[config.mk]
export PLATFORM = sky130hd
export DESIGN_NAME = mau_mult_arbiter
export DESIGN_NICKNAME = d
export VERILOG_FILES = /design/src/rtl/mau_mult_arbiter.sv
export SDC_FILE = /design/constraint.sdc
export NUM_CORES = 1
export LEC_CHECK = 0
export CORE_MARGIN = 1
export CORE_UTILIZATION = 30
export DETAILED_ROUTE_END_ITERATION = 7
export GPL_TIMING_DRIVEN = 0
export PLACE_DENSITY = 0.6
export SLEW_MARGIN = 20
export SYNTH_ARGS = -nofsm -noshare
export SYNTH_HDL_FRONTEND = slang
export SYNTH_SLANG_ARGS = --single-unit
[constraint.sdc]
create_clock -name clk -period 6.2 [get_ports clk]
set_clock_uncertainty 0.05 [all_clocks]
set_input_delay 1.55 -clock clk [delete_from_list [all_inputs] [get_ports clk]]
set_output_delay 1.55 -clock clk [all_outputs]
set_load 0.05 [all_outputs]
[src/rtl/mau_mult_arbiter.sv]
// Round-robin arbiter sharing one mantissa/exponent/sign multiplier between NUM_REQ
// requesters through a two-stage (operand, result) pipeline with a tagged response.
module mau_mult_arbiter #(
  parameter  int NUM_REQ = 4,
  localparam int ID_W    = $clog2(NUM_REQ)
) (
  input  logic                  clk,
  input  logic                  rst_n,
  input  logic [NUM_REQ-1:0]    req_valid,
  output logic [NUM_REQ-1:0]    req_ready,
  input  logic [NUM_REQ*18-1:0] req_a_mantissa,
  input  logic [NUM_REQ*18-1:0] req_b_mantissa,
  input  logic [NUM_REQ*5-1:0]  req_a_exponent,
  input  logic [NUM_REQ*5-1:0]  req_b_exponent,
  input  logic [NUM_REQ-1:0]    req_a_sign,
  input  logic [NUM_REQ-1:0]    req_b_sign,
  output logic                  resp_valid,
  input  logic                  resp_ready,
  output logic [ID_W-1:0]       resp_id,
  output logic [17:0]           resp_mantissa,
  output logic [4:0]            resp_exponent,
  output logic                  resp_sign,
  output logic                  busy
);

  logic            s1_valid_q;
  logic [ID_W-1:0] s1_id_q;
  logic [17:0]     s1_am_q, s1_bm_q;
  logic [4:0]      s1_ae_q, s1_be_q;
  logic            s1_as_q, s1_bs_q;

  logic            s2_valid_q;
  logic [ID_W-1:0] s2_id_q;
  logic [17:0]     s2_m_q;
  logic [4:0]      s2_e_q;
  logic            s2_s_q;

  logic [ID_W-1:0] rr_ptr_q, rr_ptr_d;
  logic [ID_W-1:0] win_id, win_idx;
  logic            win_found, grant;
  logic            s2_free, s1_adv, s1_free;

  logic [17:0]     c_m;
  logic [5:0]      esum;
  logic [4:0]      c_e;
  logic            c_s;

  assign s2_free = !s2_valid_q | resp_ready;
  assign s1_adv  = s1_valid_q & s2_free;
  assign s1_free = !s1_valid_q | s1_adv;

  // First valid requester at or after rr_ptr, wrapping around.
  always_comb begin
    win_found = 1'b0;
    win_id    = '0;
    win_idx   = '0;
    for (int k = 0; k < NUM_REQ; k++) begin
      win_idx = ID_W'((int'(rr_ptr_q) + k) % NUM_REQ);
      if (!win_found && req_valid[win_idx]) begin
        win_found = 1'b1;
        win_id    = win_idx;
      end
    end
  end

  assign grant    = win_found & s1_free;
  assign rr_ptr_d = (int'(win_id) == NUM_REQ - 1) ? '0 : win_id + 1'b1;

  always_comb begin
    req_ready = '0;
    if (grant && rst_n) req_ready[win_id] = 1'b1;
  end

  assign c_m  = 18'((36'(s1_am_q) * 36'(s1_bm_q)) >> 18);
  assign esum = 6'(s1_ae_q) + 6'(s1_be_q);
  assign c_s  = s1_as_q ^ s1_bs_q;

  // Exponent bias is 14 per operand pair; clamp to the 5-bit range.
  always_comb begin
    if (esum < 6'd14)      c_e = '0;
    else if (esum > 6'd45) c_e = 5'd31;
    else                   c_e = 5'(esum - 6'd14);
  end

  always_ff @(posedge clk or negedge rst_n) begin
    if (!rst_n) begin
      rr_ptr_q   <= '0;
      s1_valid_q <= 1'b0;
      s1_id_q    <= '0;
      s1_am_q    <= '0;
      s1_bm_q    <= '0;
      s1_ae_q    <= '0;
      s1_be_q    <= '0;
      s1_as_q    <= 1'b0;
      s1_bs_q    <= 1'b0;
    end else if (grant) begin
      rr_ptr_q   <= rr_ptr_d;
      s1_valid_q <= 1'b1;
      s1_id_q    <= win_id;
      s1_am_q    <= req_a_mantissa[18*win_id +: 18];
      s1_bm_q    <= req_b_mantissa[18*win_id +: 18];
      s1_ae_q    <= req_a_exponent[5*win_id +: 5];
      s1_be_q    <= req_b_exponent[5*win_id +: 5];
      s1_as_q    <= req_a_sign[win_id];
      s1_bs_q    <= req_b_sign[win_id];
    end else if (s1_adv) begin
      s1_valid_q <= 1'b0;
    end
  end

  always_ff @(posedge clk or negedge rst_n) begin
    if (!rst_n) begin
      s2_valid_q <= 1'b0;
      s2_id_q    <= '0;
      s2_m_q     <= '0;
      s2_e_q     <= '0;
      s2_s_q     <= 1'b0;
    end else if (s1_adv) begin
      s2_valid_q <= 1'b1;
      s2_id_q    <= s1_id_q;
      s2_m_q     <= c_m;
      s2_e_q     <= c_e;
      s2_s_q     <= c_s;
    end else if (s2_valid_q && resp_ready) begin
      s2_valid_q <= 1'b0;
    end
  end

  assign resp_valid    = s2_valid_q;
  assign resp_id       = s2_id_q;
  assign resp_mantissa = s2_m_q;
  assign resp_exponent = s2_e_q;
  assign resp_sign     = s2_s_q;
  assign busy          = s1_valid_q | s2_valid_q;

endmodule

==> results of run 1 <==
==> registers in the layout (all words and copies together), names as in the netlist, 5 cells and up <==
register and flops:
resp_mantissa 18, s1_am_q 18, s1_bm_q 18, resp_exponent 5, s1_ae_q 5, s1_be_q 5
==> synthesized netlist by cell type (3+ instances only) <==
| cell | n |
|---|---|
| inv_1 | 301 |
| ha_1 | 117 |
| nor2b_1 | 6 |
| buf_1 | 5 |
| o21bai_1 | 4 |
| nand3_1 | 54 |
| and4_1 | 3 |
| fa_1 | 255 |
| and2_1 | 147 |
| nor3_1 | 4 |
| xor2_1 | 9 |
| clkbuf_1 | 100 |
| nor2_1 | 164 |
| o21ai_0 | 135 |
| and3_1 | 7 |
| a21oi_1 | 36 |
| a211oi_1 | 4 |
| nand2_1 | 383 |
| o211ai_1 | 6 |
| dfrtp_1 | 80 |
| o21a_1 | 5 |
| xnor2_1 | 12 |
| nand4_1 | 8 |
| a21o_1 | 10 |
==> critical path, cell delays in order (launching register included) <==
cell       delay [ns]
dfrtp_1          0.33
clkbuf_8         0.19
clkbuf_16        0.19
nand2_1          0.08
fa_1             0.52
fa_1             0.52
fa_1             0.51
inv_1            0.05
fa_1             0.46
fa_1             0.49
inv_1            0.05
fa_1             0.50
inv_2            0.05
ha_4             0.29
nor2_1           0.05
o31a_1           0.30
or3_4            0.34
a211o_4          0.35
a211oi_4         0.27
nor2_2           0.07
or4_1            0.40
nand3_1          0.09
==> worst paths after layout <==
check | from | endpoint | slack [ns] | cells after the start
min reg2reg | resp_mantissa[13]$_DFFE_PN0P_ | resp_mantissa[13]$_DFFE_PN0P_ | 0.42 | 2
max in group asynchronous | rst_n | s1_am_q[3]$_DFFE_PN0P_ | 4.38 | 2
min in group asynchronous | rst_n | s1_bs_q$_DFFE_PN0P_ | 1.06 | 1
max reg2reg | s1_am_q[11]$_DFFE_PN0P_ | resp_mantissa[15]$_DFFE_PN0P_ | -0.03 | 21
max | s1_am_q[11]$_DFFE_PN0P_ | resp_mantissa[15]$_DFFE_PN0P_ | -0.03 | 21
min | resp_mantissa[13]$_DFFE_PN0P_ | resp_mantissa[13]$_DFFE_PN0P_ | 0.42 | 2
==> cell families (layout without fill, tap and decap cells) <==
family                   after synthesis  in the layout  share of synthesized area (%)
AO/OA/AOI/OAI                        221            221                           8.29
XOR/XNOR                              21             21                           1.21
adder cells (fa/ha/maj)              372            372                           43.2
buffers and inverters                418            703                           11.1
flip-flops                            80             80                           13.2
AND/OR/NAND/NOR                      790            790                           23.1
==> stage by stage <==
stage                     std cells  util [%]  instance area (um2)  setup slack [ns]  setup TNS (ns)
after floorplan                1902         -                15300            0.0231               0
after global placement         2804      36.8                18400             -1.40          -12.88
after detailed placement       2805      36.8                18400            -0.995          -10.74
after CTS                      2838      38.8                19400           -0.0763         -0.0763
after global routing           2859      39.4                19700            -0.196          -0.461
final                          2859      39.4                19700           -0.0308         -0.0308
==> timing repair <==
action                                  in CTS  in global routing
pin swaps                                   16                 20
resized for setup                          114                 69
endpoints found under the setup margin      22                 16
buffers inserted                            36                 22
==> area by class of cell <==
cell class              instances  area (um2)
fillers                      5250       30300
clock inverters                 3        42.5
plain buffers                  97         830
multi-input cells            1404       11700
clock buffers                  12         246
well taps                     672         841
flip-flops and latches         80        2030
inverters                     302        1130
repair buffers                289        2860
==> routing by layer <==
layer	up-vias	GRT usage [%]	share of wire [%]
met5	-	0	0.098
met4	8	6.30	3.0
met3	78	4.21	7.3
met2	535	36.9	50
met1	6849	24.7	39
li1	6356	-	-
==> impl_metrics.yaml, run 1 <==
synth:
  yosysTopAreaCell: "fa_1"
  yosysUniqueCellTypes: 60
  synth.ff_latch_count: 80
  synth_warnings: 0
  async_reset_ff_share_pct: 100
  synth_area_um2: 15200
  ys_seq_area_share_pct: 13.2
  synth_edf_count: 0
  synth_top_area_share_pct: 33.5
  yosys_most_used_dff: "dfrtp_1"
  synth_area_leaders: "fa_1 34%, dfrtp_1 13%, ha_1 9.6%, nand2_1 9.4%, inv_1 7.4%"
  synth_cells: 1902
  synth_nets: 2473
  avgSynthCellArea_um2: 8.00
layout:
  final_cell_mix: "382 x nand2_1, 293 x inv_1, 250 x fa_1, 226 x clkdlybuf4s50_1, 164 x nor2_1"
  final_common_cell: "nand2_1"
  drive_above_1_share_pct: 9.56
  fin_nets: 2754
  area_delta_synth_final_pct: 29.6
  diodes: 0
floorplanning:
  start_util_pct: 30.4
  rows: 82
  core_area_um2: 50100
  die_height_um: 227
  pin_count: 231
  dieArea_um2: 51600
  dieWidth_um: 227
placement:
  numPortBuffers: 230
  place_congestion: 0.917
  dp_hpwl_um: 42700
grt:
  grt_max_degree: 60
  antenna_found_initial: 6
  grt_pass1_vias: 14579
  grt_pass1_wl_um: 80200
  grt_overflow_total: 0
  grt_usage_pct: 20.6
job:
  drv_cap: 0
routing:
  vias: 13826
  drc: 0
  drt_wl_total_um: 52300
  viasPerCell: 4.84
  wl_per_cell_um: 18.3
  drt_iter0_markers: 824
  postRouteAntennaNets: 0
  first_pass_iters: 5
timing:
  fmax_mhz: 160
  timing.hold.ws_ns: 0.418
  slew_headroom_pct: 57.0
  worst_pin_slew_ns: 0.638
  finalSetupViolCount: 1
  finalMaxSlewViolations: 0
  min_period_ns: 6.23
  period_share_pct: 100
  hold_viol: 0
  layout_setup_ws_ns: -0.0308
  rsz0062_at_grt: "true"
setup_path:
  worst_setup_path_end_kind: "flip-flop"
  crit_fanout: 10
  worstSetupStartpointType: "flip-flop"
  cp.required_ns: 6.44
  crit_type: "reg2reg"
  worstPathArrival_ns: 6.47
clocking:
  root_buffer: "clkbuf_16"
  cts_sinks: 80
  clk_pin_slew_ns: 0.06
  cts_buffer_depth: 2
  numCtsBuffers: 9
  h-tree-depth: 3
  cts_tree: "yes"
  hold_buffers: 0
  clock_latency_ns: 0.35
min_path:
  hold_class: "reg2reg"
run_status:
  violations: "negative setup slack"
  status: "complete, but fails checks"
Power of run 1 is not shown: default switching activity piles up to over one toggle a cycle in this logic, so the estimate is an artifact.
==> run 2: changes to the inputs <==
--- a/config.mk
+++ b/config.mk
@@ -5,6 +5,7 @@
 export SDC_FILE = /design/constraint.sdc
 export NUM_CORES = 1
 export LEC_CHECK = 0
+export CAP_MARGIN = 30
 export CORE_MARGIN = 1
 export CORE_UTILIZATION = 30
 export DETAILED_ROUTE_END_ITERATION = 7
==> results of run 2 <==
Same layout as run 1: the final DEF is identical, and so are final timing and power.
Power of run 2 is left out for the same reason.
